<file path="config.mk">
export PLATFORM = sky130hd
export DESIGN_NAME = selector_consignas
export DESIGN_NICKNAME = d
export VERILOG_FILES = /design/src/rtl/selector_consignas_pkg.sv /design/src/rtl/selector_consignas_antirrebote.sv /design/src/rtl/selector_consignas.sv
export SDC_FILE = /design/constraint.sdc
export NUM_CORES = 1
export LEC_CHECK = 0
export BUFFER_PORTS_ARGS = -buffer_cell sky130_fd_sc_hd__buf_2
export CAP_MARGIN = 10
export CORE_MARGIN = 2
export CORE_UTILIZATION = 40
export CTS_CLUSTER_SIZE = 10
export DETAILED_ROUTE_END_ITERATION = 10
export PLACE_DENSITY = 0.59
export REMOVE_ABC_BUFFERS = 1
export SLEW_MARGIN = 10
export SYNTH_ARGS = -nofsm -noshare
export SYNTH_HDL_FRONTEND = slang
export SYNTH_SLANG_ARGS = --single-unit
</file>
<file path="constraint.sdc">
create_clock -name clock -period 4.1 [get_ports clock]
set_input_delay 0.82 -clock clock [delete_from_list [all_inputs] [get_ports clock]]
set_output_delay 0.82 -clock clock [all_outputs]
set_load 0.02 [all_outputs]
</file>
<file path="src/rtl/selector_consignas_pkg.sv">
// Shared widths, mode encoding and repeat-FSM states for the setpoint selector.
package selector_consignas_pkg;

    localparam int unsigned FREQ_W = 8;
    localparam int unsigned CORR_W = 10;

    localparam logic CONTROL_FREC = 1'b1;
    localparam logic CONTROL_CORR = 1'b0;

    typedef enum logic [1:0] {
        StIdle,
        StPrimero,
        StRepetir
    } estado_e;

    // Width of a down-counter that must hold values 0 .. n-1 (never narrower than 1 bit).
    function automatic int unsigned cnt_width(input int unsigned n);
        int unsigned w;
        w = $clog2(n);
        return (w < 1) ? 1 : w;
    endfunction

endpackage

</file>
<file path="src/rtl/selector_consignas_antirrebote.sv">
// Two-flop synchronizer followed by a debounce counter for one raw push-button.
module antirrebote #(
    parameter int unsigned DEBOUNCE_CYCLES = 1_000_000
) (
    input  logic clk_i,
    input  logic rst_i,
    input  logic btn_i,
    output logic nivel_o
);

    localparam int unsigned CntW = $clog2(DEBOUNCE_CYCLES + 1);

    logic            sync1_q, sync2_q;
    logic            nivel_q, nivel_d;
    logic [CntW-1:0] cnt_q, cnt_d;

    always_ff @(posedge clk_i) begin
        if (rst_i) begin
            sync1_q <= 1'b0;
            sync2_q <= 1'b0;
            nivel_q <= 1'b0;
            cnt_q   <= '0;
        end else begin
            sync1_q <= btn_i;
            sync2_q <= sync1_q;
            nivel_q <= nivel_d;
            cnt_q   <= cnt_d;
        end
    end

    // Level flips on the sample after DEBOUNCE_CYCLES differing samples; any match restarts.
    always_comb begin
        nivel_d = nivel_q;
        cnt_d   = '0;
        if (sync2_q != nivel_q) begin
            if (cnt_q == CntW'(DEBOUNCE_CYCLES)) begin
                nivel_d = sync2_q;
            end else begin
                cnt_d = cnt_q + 1'b1;
            end
        end
    end

    assign nivel_o = nivel_q;

endmodule

</file>
<file path="src/rtl/selector_consignas.sv">
// Debounced button entry of frequency/current setpoints with auto-repeat and mode toggle.
module selector_consignas
    import selector_consignas_pkg::*;
#(
    parameter int unsigned DEBOUNCE_CYCLES = 1_000_000,
    parameter int unsigned REPEAT_DELAY    = 50_000_000,
    parameter int unsigned REPEAT_RATE     = 10_000_000,
    parameter int unsigned FREQ_MAX        = 200,
    parameter int unsigned CORR_MAX        = 1000,
    parameter int unsigned FREQ_INIT       = 50,
    parameter int unsigned CORR_INIT       = 0
) (
    input  logic              clock,
    input  logic              reset,
    input  logic              btn_arriba,
    input  logic              btn_abajo,
    input  logic              btn_modo,
    output logic [FREQ_W-1:0] frecuencia,
    output logic [CORR_W-1:0] corriente,
    output logic              control,
    output logic              cambio
);

    localparam int unsigned TimerW =
        cnt_width((REPEAT_DELAY > REPEAT_RATE) ? REPEAT_DELAY : REPEAT_RATE);

    logic arriba, abajo, modo;
    logic arriba_prev_q, abajo_prev_q, modo_prev_q;
    logic sube, baja, modo_sube;

    estado_e           estado_q, estado_d;
    logic [TimerW-1:0] timer_q, timer_d;
    logic              dir_q, dir_d;
    logic              bloqueo_q, bloqueo_d;
    logic              paso;

    logic [FREQ_W-1:0] frec_q, frec_d;
    logic [CORR_W-1:0] corr_q, corr_d;
    logic              control_q, control_d;
    logic              cambio_q, cambio_d;

    antirrebote #(.DEBOUNCE_CYCLES(DEBOUNCE_CYCLES)) u_arriba (
        .clk_i   (clock),
        .rst_i   (reset),
        .btn_i   (btn_arriba),
        .nivel_o (arriba)
    );

    antirrebote #(.DEBOUNCE_CYCLES(DEBOUNCE_CYCLES)) u_abajo (
        .clk_i   (clock),
        .rst_i   (reset),
        .btn_i   (btn_abajo),
        .nivel_o (abajo)
    );

    antirrebote #(.DEBOUNCE_CYCLES(DEBOUNCE_CYCLES)) u_modo (
        .clk_i   (clock),
        .rst_i   (reset),
        .btn_i   (btn_modo),
        .nivel_o (modo)
    );

    assign sube      = arriba & ~arriba_prev_q;
    assign baja      = abajo & ~abajo_prev_q;
    assign modo_sube = modo & ~modo_prev_q;

    logic ambos, liberado, cancela, expira, arranque;

    assign ambos    = arriba & abajo;
    // dir_q = 1 means arriba is the button driving the current repeat sequence.
    assign liberado = dir_q ? ~arriba : ~abajo;
    assign cancela  = modo_sube | ambos | liberado;
    assign expira   = (timer_q == '0);
    assign arranque = ~modo_sube & ~bloqueo_q & ~ambos & (sube | baja);

    always_ff @(posedge clock) begin
        if (reset) begin
            arriba_prev_q <= 1'b0;
            abajo_prev_q  <= 1'b0;
            modo_prev_q   <= 1'b0;
            estado_q      <= StIdle;
            timer_q       <= '0;
            dir_q         <= 1'b0;
            bloqueo_q     <= 1'b0;
            frec_q        <= FREQ_W'(FREQ_INIT);
            corr_q        <= CORR_W'(CORR_INIT);
            control_q     <= CONTROL_FREC;
            cambio_q      <= 1'b0;
        end else begin
            arriba_prev_q <= arriba;
            abajo_prev_q  <= abajo;
            modo_prev_q   <= modo;
            estado_q      <= estado_d;
            timer_q       <= timer_d;
            dir_q         <= dir_d;
            bloqueo_q     <= bloqueo_d;
            frec_q        <= frec_d;
            corr_q        <= corr_d;
            control_q     <= control_d;
            cambio_q      <= cambio_d;
        end
    end

    always_comb begin
        estado_d = estado_q;
        unique case (estado_q)
            StIdle:    if (arranque) estado_d = StPrimero;
            StPrimero: begin
                if (cancela)     estado_d = StIdle;
                else if (expira) estado_d = StRepetir;
            end
            StRepetir: if (cancela) estado_d = StIdle;
            default:   estado_d = StIdle;
        endcase
    end

    always_comb begin
        paso    = 1'b0;
        timer_d = timer_q;
        dir_d   = dir_q;
        unique case (estado_q)
            StIdle: begin
                if (arranque) begin
                    paso    = 1'b1;
                    dir_d   = sube;
                    timer_d = TimerW'(REPEAT_DELAY - 1);
                end
            end
            StPrimero, StRepetir: begin
                if (!cancela) begin
                    if (expira) begin
                        paso    = 1'b1;
                        timer_d = TimerW'(REPEAT_RATE - 1);
                    end else begin
                        timer_d = timer_q - 1'b1;
                    end
                end
            end
            default: timer_d = '0;
        endcase
    end

    // Holding both buttons locks out stepping until both are released again.
    always_comb begin
        bloqueo_d = bloqueo_q;
        if (ambos)                 bloqueo_d = 1'b1;
        else if (!arriba && !abajo) bloqueo_d = 1'b0;
    end

    always_comb begin
        frec_d    = frec_q;
        corr_d    = corr_q;
        control_d = control_q;
        cambio_d  = 1'b0;
        if (modo_sube) begin
            control_d = ~control_q;
            cambio_d  = 1'b1;
        end else if (paso) begin
            if (control_q == CONTROL_FREC) begin
                if (dir_d && frec_q < FREQ_W'(FREQ_MAX)) begin
                    frec_d   = frec_q + 1'b1;
                    cambio_d = 1'b1;
                end else if (!dir_d && frec_q != '0) begin
                    frec_d   = frec_q - 1'b1;
                    cambio_d = 1'b1;
                end
            end else begin
                if (dir_d && corr_q < CORR_W'(CORR_MAX)) begin
                    corr_d   = corr_q + 1'b1;
                    cambio_d = 1'b1;
                end else if (!dir_d && corr_q != '0) begin
                    corr_d   = corr_q - 1'b1;
                    cambio_d = 1'b1;
                end
            end
        end
    end

    assign frecuencia = frec_q;
    assign corriente  = corr_q;
    assign control    = control_q;
    assign cambio     = cambio_q;

endmodule

</file>
; ---- Word-level counts from Yosys, hierarchy flattened
; Index checks and enable logic that the tools add are counted.
[word_totals]
regBits = 122
in_bits = 5
out_inout_bits = 20
wordCells = 122
[classes]
add_sub_neg = 8
order_cmp = 2
eq_ne = 12
n_mux = 29
bitwise_logic = 22
reduce_logical = 26
[ops]
columns = operator, count
row1 = $mux W26, 3
row2 = $add A20 B1 Y20 const B, 3
row3 = $eq A20 B20 Y1 const B, 3
row4 = $pmux W26 S2, 1
row5 = $logic_not A26 Y1, 1
row6 = $sub A26 B1 Y26 const B, 1
row7 = $mux W10, 2
row8 = $mux W8, 2
row9 = $mux W1, 15
row10 = $not A1 Y1, 12
row11 = $add A10 B1 Y10 const B, 1
row12 = $lt A10 B10 Y1 const B, 1
row13 = $reduce_bool A10 Y1, 1
row14 = $sub A10 B1 Y10 const B, 1
row15 = $reduce_or A3 Y1, 3
row16 = $add A8 B1 Y8 const B, 1
row17 = $lt A8 B8 Y1 const B, 1
row18 = $mux W2, 4
row19 = $reduce_and A2 Y1, 4
row20 = $reduce_and A4 Y1, 2
row21 = $reduce_bool A8 Y1, 1
row22 = $sub A8 B1 Y8 const B, 1
row23 = $and A1 B1 Y1, 7
row24 = $ne A2 B2 Y1 const B, 3
row25 = 13 further kinds, 25

; ---- Logic depth before layout (Yosys ltp)
[depth]
ltp_word = 15
ltp_mapped = 14
ltp_nobuf = 12

; ---- Cells and area by module
; A second synthesis with hierarchy kept.
[unflattened]
hier_cells = 778
hier_area_um2 = 6685.2
[modules_own_cells]
columns = module, instances, cells_per_inst, area_per_inst_um2, seq_area_each_um2
row1 = selector_consignas, 1, 412, 3449.6, 1061.0
row2 = antirrebote, 3, 122, 1078.5, 460.4

; ---- Worst setup path after synthesis
; Ideal clock, no wire load.
[synth_timing]
path_kind = reg-to-reg
from = register estado_q[0]
to = register corr_q[9], in the netlist corriente[9]
setup_time_ns = 0.116
arrival_ns = 2.957
t_required_ns = 3.984
setup_slack_ns = 1.027
path_stages_with_launch = 15
path_buffers = 2
period_less_slack_ns = 3.073
path_cell_list = dfxtp_1 inv_1 ha_1 clkbuf_1 a41o_1 clkbuf_1 a21oi_1 inv_1 ha_1 a211oi_1 o21ai_0 o221ai_1 xor2_1 a21oi_1 a31o_2
[synth_via]
elab_chain_len = 6
elab_cells_between_ends = 12
classes_between = eq/ne: 2 / mux: 3 / reduce/logical: 7
[synth_rtl]
columns = item, line
row1 = start: declaration, selector_consignas.sv:31  ; estado_e estado_q, estado_d;
row2 = start signal: assignment, selector_consignas.sv:81  ; estado_q <= StIdle;
row3 = start signal: assignment, selector_consignas.sv:93  ; estado_q <= estado_d;
row4 = $logic_not A2 Y1, selector_consignas.sv:121  ; unique case (estado_q)
row5 = $mux W1, selector_consignas.sv:121
row6 = $logic_not A1 Y1, selector_consignas.sv:171  ; end else if (!dir_d && corr_q != '0) begin
row7 = $logic_and A1 B1 Y1, selector_consignas.sv:171
row8 = $reduce_bool A2 Y1 (no source line), n/a
row9 = $reduce_and A4 Y1 (no source line), n/a
row10 = end signal: assignment, selector_consignas.sv:86  ; corr_q <= CORR_W'(CORR_INIT);
row11 = end signal: assignment, selector_consignas.sv:98  ; corr_q <= corr_d;
row12 = end: declaration, selector_consignas.sv:38  ; logic [CORR_W-1:0] corr_q, corr_d;
; Parallel ways exist; a longest one is shown, timed or not.
; A chain may end at the register's enable or synchronous reset.

; ---- Worst setup path in the final report
[layout_timing]
from = register u_abajo.nivel_q, in the netlist u_abajo.nivel_o
to = register corr_q[9], in the netlist corriente[9]
[layout_via]
elab_chain_len = 10
elab_cells_between_ends = 21
classes_between = mux: 7 / bitwise: 9 / reduce/logical: 5
[layout_rtl]
columns = item, line
row1 = start: declaration, selector_consignas_antirrebote.sv:14  ; logic nivel_q, nivel_d;
row2 = start signal: assignment, selector_consignas_antirrebote.sv:26  ; nivel_q <= nivel_d;
row3 = $and A1 B1 Y1 *, selector_consignas.sv:69  ; assign ambos = arriba & abajo;
row4 = net ambos, selector_consignas.sv:67  ; logic ambos, liberado, cancela, expira, arranque;
row5 = $not A1 Y1, selector_consignas.sv:74  ; assign arranque = ~modo_sube & ~bloqueo_q & ~ambos & (sube | baja);
row6 = $and A1 B1 Y1 (2 in series), selector_consignas.sv:74
row7 = $mux W1, selector_consignas.sv:123  ; if (arranque) begin
row8 = $mux W1, selector_consignas.sv:121
row9 = $logic_not A1 Y1, selector_consignas.sv:171
row10 = $logic_and A1 B1 Y1, selector_consignas.sv:171
row11 = $reduce_bool A2 Y1 (no source line), n/a
row12 = $reduce_and A4 Y1 (no source line), n/a
; Mark *: on every way through the listed nets, which the timed path passes. The rest lies on a longest branch.

==> flow_metrics.env <==
export IMPL_status="completed"
export IMPL_placed_cells=958
export IMPL_synth_edf_count=0
export IMPL_synthArstFlopShare_pct=0
export IMPL_yosys_area_share_adder_pct=6.022
export IMPL_synth_most_common_cell="dfxtp_1"
export IMPL_min_path_cells=1
export IMPL_syn_area_per_cell_um2=8.411
export IMPL_fmax_mhz=281.9
export IMPL_reg2reg_from="u_abajo.nivel_o$_SDFFE_PP0P_"
export IMPL_synth_top_family_by_area="simple AND/OR/NAND/NOR gates"
export IMPL_clock_path_buffers=2
export IMPL_firstDrtPassIters=5
export IMPL_synth_cell_types=62
export IMPL_nets=800
export IMPL_cts_sinks=122
export IMPL_max_stage_delay_ns=0.41
export IMPL_synth_common_cells="dfxtp_1 (122), nor2_1 (115), nand2_1 (43), a21oi_1 (38), xnor2_1 (37)"
export IMPL_cp_start_kind="flip-flop"
export IMPL_grt_ovfl_total=0
export IMPL_cts_resized_gates=0
export IMPL_post_route_drc_count=0
export IMPL_grt_pass1_wl_mm=22.63
export IMPL_critPathBufInv=1
export IMPL_cp_data_arrival_time_ns=3.86
export IMPL_cts_buffers=17
export IMPL_p_comb_share_pct=10.6
export IMPL_clkSlewWorstSetupHoldPaths_ns=0.05
export IMPL_skew_ns=0.01094
export IMPL_fin_crit_sh_pct=86.52
export IMPL_drtAntennaViolNets=0
export IMPL_crit_family="compound AO/OA/AOI/OAI gates"
export IMPL_dp_hpwl_mm=9.031
export IMPL_hp_start="u_abajo.sync1_q$_SDFF_PP0_"
export IMPL_synthSimpleGateAreaFrac_pct=26.38
export IMPL_critPathSlowestCell="a21oi_1"
export IMPL_die_height_um=129.2
export IMPL_finalCriticalPeriod_ns=3.547
export IMPL_root_buffer="clkbuf_16"
export IMPL_synth_xor_area_share_pct=10.05
export IMPL_intPower_mw=2.319
export IMPL_die_w_um=129.2
export IMPL_area_growth_pct=14.62
export IMPL_synth_cells=746
export IMPL_ys_seq_elements=122
export IMPL_placed_cell_area_um2=6570
export IMPL_yosysSeqAreaShare_pct=38.92
export IMPL_yosys_area_top_type="dfxtp_1"
export IMPL_synth_mux_area_share_pct=2.712
export IMPL_slew_headroom_pct=25.82
export IMPL_rrSetupSlack_ns=0.55
export IMPL_min_path_type="reg2reg"
export IMPL_vias_per_cell=5.345
export IMPL_grt_usage_pct=16.69
export IMPL_dp_slack_ns=0.6074
export IMPL_io_pins=25
export IMPL_sw_frac_of_total_pct=25.10
export IMPL_cp_end_kind="flip-flop"
export IMPL_vias=5286
export IMPL_finalHoldViolCount=0
export IMPL_holdWs_ns=0.4456
export IMPL_syn_area_um2=6275
export IMPL_r2r_cells=12
export IMPL_cts_setup_buffers=0
export IMPL_wl_per_cell_um=13.30
export IMPL_power_density_nw_per_um2=430.5
export IMPL_whs_endpoint="u_abajo.sync2_q$_SDFF_PP0_"
export IMPL_clkLatencyLatePin_ns=0.41
export IMPL_htree_levels=4
export IMPL_synth_compound_area_share_pct=12.52
export IMPL_instances_no_fill=989
export IMPL_critPathMaxFanout=9
export IMPL_critPathRequiredTime_ns=4.41
export IMPL_clkPwrFrac_pct=49.9
export IMPL_cap_violations=0
export IMPL_final_area_um2=7192
export IMPL_synth_top_area_share_pct=38.92
export IMPL_cts_tree="built"
export IMPL_setup_tns_ns=0
export IMPL_yosys_warnings=0
export IMPL_rsz0062_at_grt="no"
export IMPL_gp_congestion=0.8357
export IMPL_p_sw_mw=0.7771
export IMPL_drive_gt1_share_pct=8.869
export IMPL_vdd_drop_max_uv=264.3
export IMPL_num_antenna_cells=0
export IMPL_grt_pass1_vias=4980
export IMPL_grt_max_degree=37
export IMPL_antenna_found_initial=0
export IMPL_core_area_um2=15260
export IMPL_layout_setup_ws_ns=0.5527
export IMPL_wl_mm=13.15
export IMPL_rr_endpoint="corriente[9]$_SDFFE_PP0P_"
export IMPL_slew_viol_final=0
export IMPL_power_total_mw=3.096
export IMPL_cts_hold_buf=0
export IMPL_drt_initial_drc_count=209
export IMPL_power_frac_seq_pct=39.5
export IMPL_tightest_slew_ns=1.113
export IMPL_port_buffers=24
export IMPL_path_cells="ha_1 > nor2_1 > nand4_1 > a21oi_1 > inv_1 > ha_1 > a211oi_1 > o21ai_0 > o221ai_1 > xor2_1 > a21oi_1 > a31o_2"
export IMPL_dieArea_um2=16700
export IMPL_synthTopCellsByArea="dfxtp_1 (39%), nor2_1 (6.9%), ha_1 (5.4%), xnor2_1 (5.2%), xor2_1 (4.9%)"
export IMPL_rows=45
export IMPL_setup_viol=0
export IMPL_setup_worst_path_class="reg2reg"
export IMPL_fin_util_pct=47.13
export IMPL_start_util_pct=41.12
export IMPL_ys_flop_type="dfxtp_1"
export IMPL_p_leak_nw=2.581
[power by group through the flow]
stage	Combinational [mW]	Clock (mW)	Sequential, mW
6_report	0.329	1.55	1.22
5_1_grt	0.361	1.63	1.22
4_1_cts	0.323	1.57	1.22
3_5_place_dp	0.321	0	1.25
3_3_place_gp	0.321	0	1.25
2_1_floorplan	0.227	0	1.24
[metal layers]
metal  vias up  share of wire [%]  wire length, um  GRT usage (%)
li1       2669                  -                -              -
met1      2492                 48             6346          21.49
met2       104                 46             6096          27.00
met3        21                3.5              457          3.633
met4         0                1.9              249          7.289
met5         -                  0                0              0
[worst max path at each step]
stage,startpoint,to,slack [ns],depth (start not counted)
after global routing,u_arriba.nivel_o$_SDFFE_PP0P_,corriente[9]$_SDFFE_PP0P_,0.24,12
after detailed placement,u_arriba.nivel_o$_SDFFE_PP0P_,corriente[9]$_SDFFE_PP0P_,0.61,12
after CTS,u_arriba.nivel_o$_SDFFE_PP0P_,corriente[9]$_SDFFE_PP0P_,0.59,12
final,u_abajo.nivel_o$_SDFFE_PP0P_,corriente[9]$_SDFFE_PP0P_,0.55,12
after floorplan,u_arriba.nivel_o$_SDFFE_PP0P_,corriente[9]$_SDFFE_PP0P_,1.06,12
after global placement,u_arriba.nivel_o$_SDFFE_PP0P_,corriente[9]$_SDFFE_PP0P_,0.71,12
[placed cells by master, fill, tap and decap left out, types with 3 or more instances in the layout]
| master | netlist | final |
|---|---|---|
| a211oi_1 | 4 | 4 |
| a21o_1 | 7 | 7 |
| a21oi_1 | 38 | 38 |
| a31oi_1 | 16 | 16 |
| and3_1 | 9 | 9 |
| and4_1 | 6 | 6 |
| buf_2 | 2 | 24 |
| bufinv_16 | 0 | 3 |
| clkbuf_16 | 0 | 17 |
| clkbuf_8 | 0 | 4 |
| clkinv_4 | 0 | 3 |
| dfxtp_1 | 122 | 122 |
| ha_1 | 27 | 27 |
| inv_1 | 28 | 28 |
| mux2i_1 | 17 | 17 |
| nand2_1 | 43 | 43 |
| nand2b_1 | 4 | 4 |
| nand3_1 | 36 | 36 |
| nand4_1 | 18 | 18 |
| nor2_1 | 115 | 115 |
| nor2b_1 | 19 | 19 |
| nor3_1 | 30 | 30 |
| nor4_1 | 12 | 12 |
| nor4b_1 | 3 | 3 |
| o211ai_1 | 6 | 6 |
| o21ai_0 | 27 | 27 |
| or3_1 | 17 | 17 |
| or4_1 | 4 | 4 |
| xnor2_1 | 37 | 37 |
| xor2_1 | 35 | 35 |
[area by class of cell]
class	instances	area (um^2)
clock buffers	21	480.5
clock inverters	10	141.4
fillers	1493	8066
inverters	29	108.9
multi-input cells	570	3620
flip-flops and latches	122	2442
well taps	211	264.0
repair buffers	26	135.1
[cell families (layout without fill, tap and decap cells)]
| kind of cell | count (synthesis) | count (layout) |
|---|---|---|
| AO/OA/AOI/OAI | 122 | 122 |
| multiplexers | 17 | 17 |
| flip-flops | 122 | 122 |
| AND/OR/NAND/NOR | 330 | 330 |
| XOR/XNOR | 72 | 72 |
| adder cells (fa/ha/maj) | 29 | 29 |
| buffers and inverters | 54 | 86 |
[state kept, by name, summed over array words and instances (netlist names), 2 cells and up]
register,count
u_arriba.cnt_q,20
frecuencia,8
corriente,10
estado_q,2
timer_q,26
u_modo.cnt_q,20
u_abajo.cnt_q,20
(Power assumes the default switching activity.)
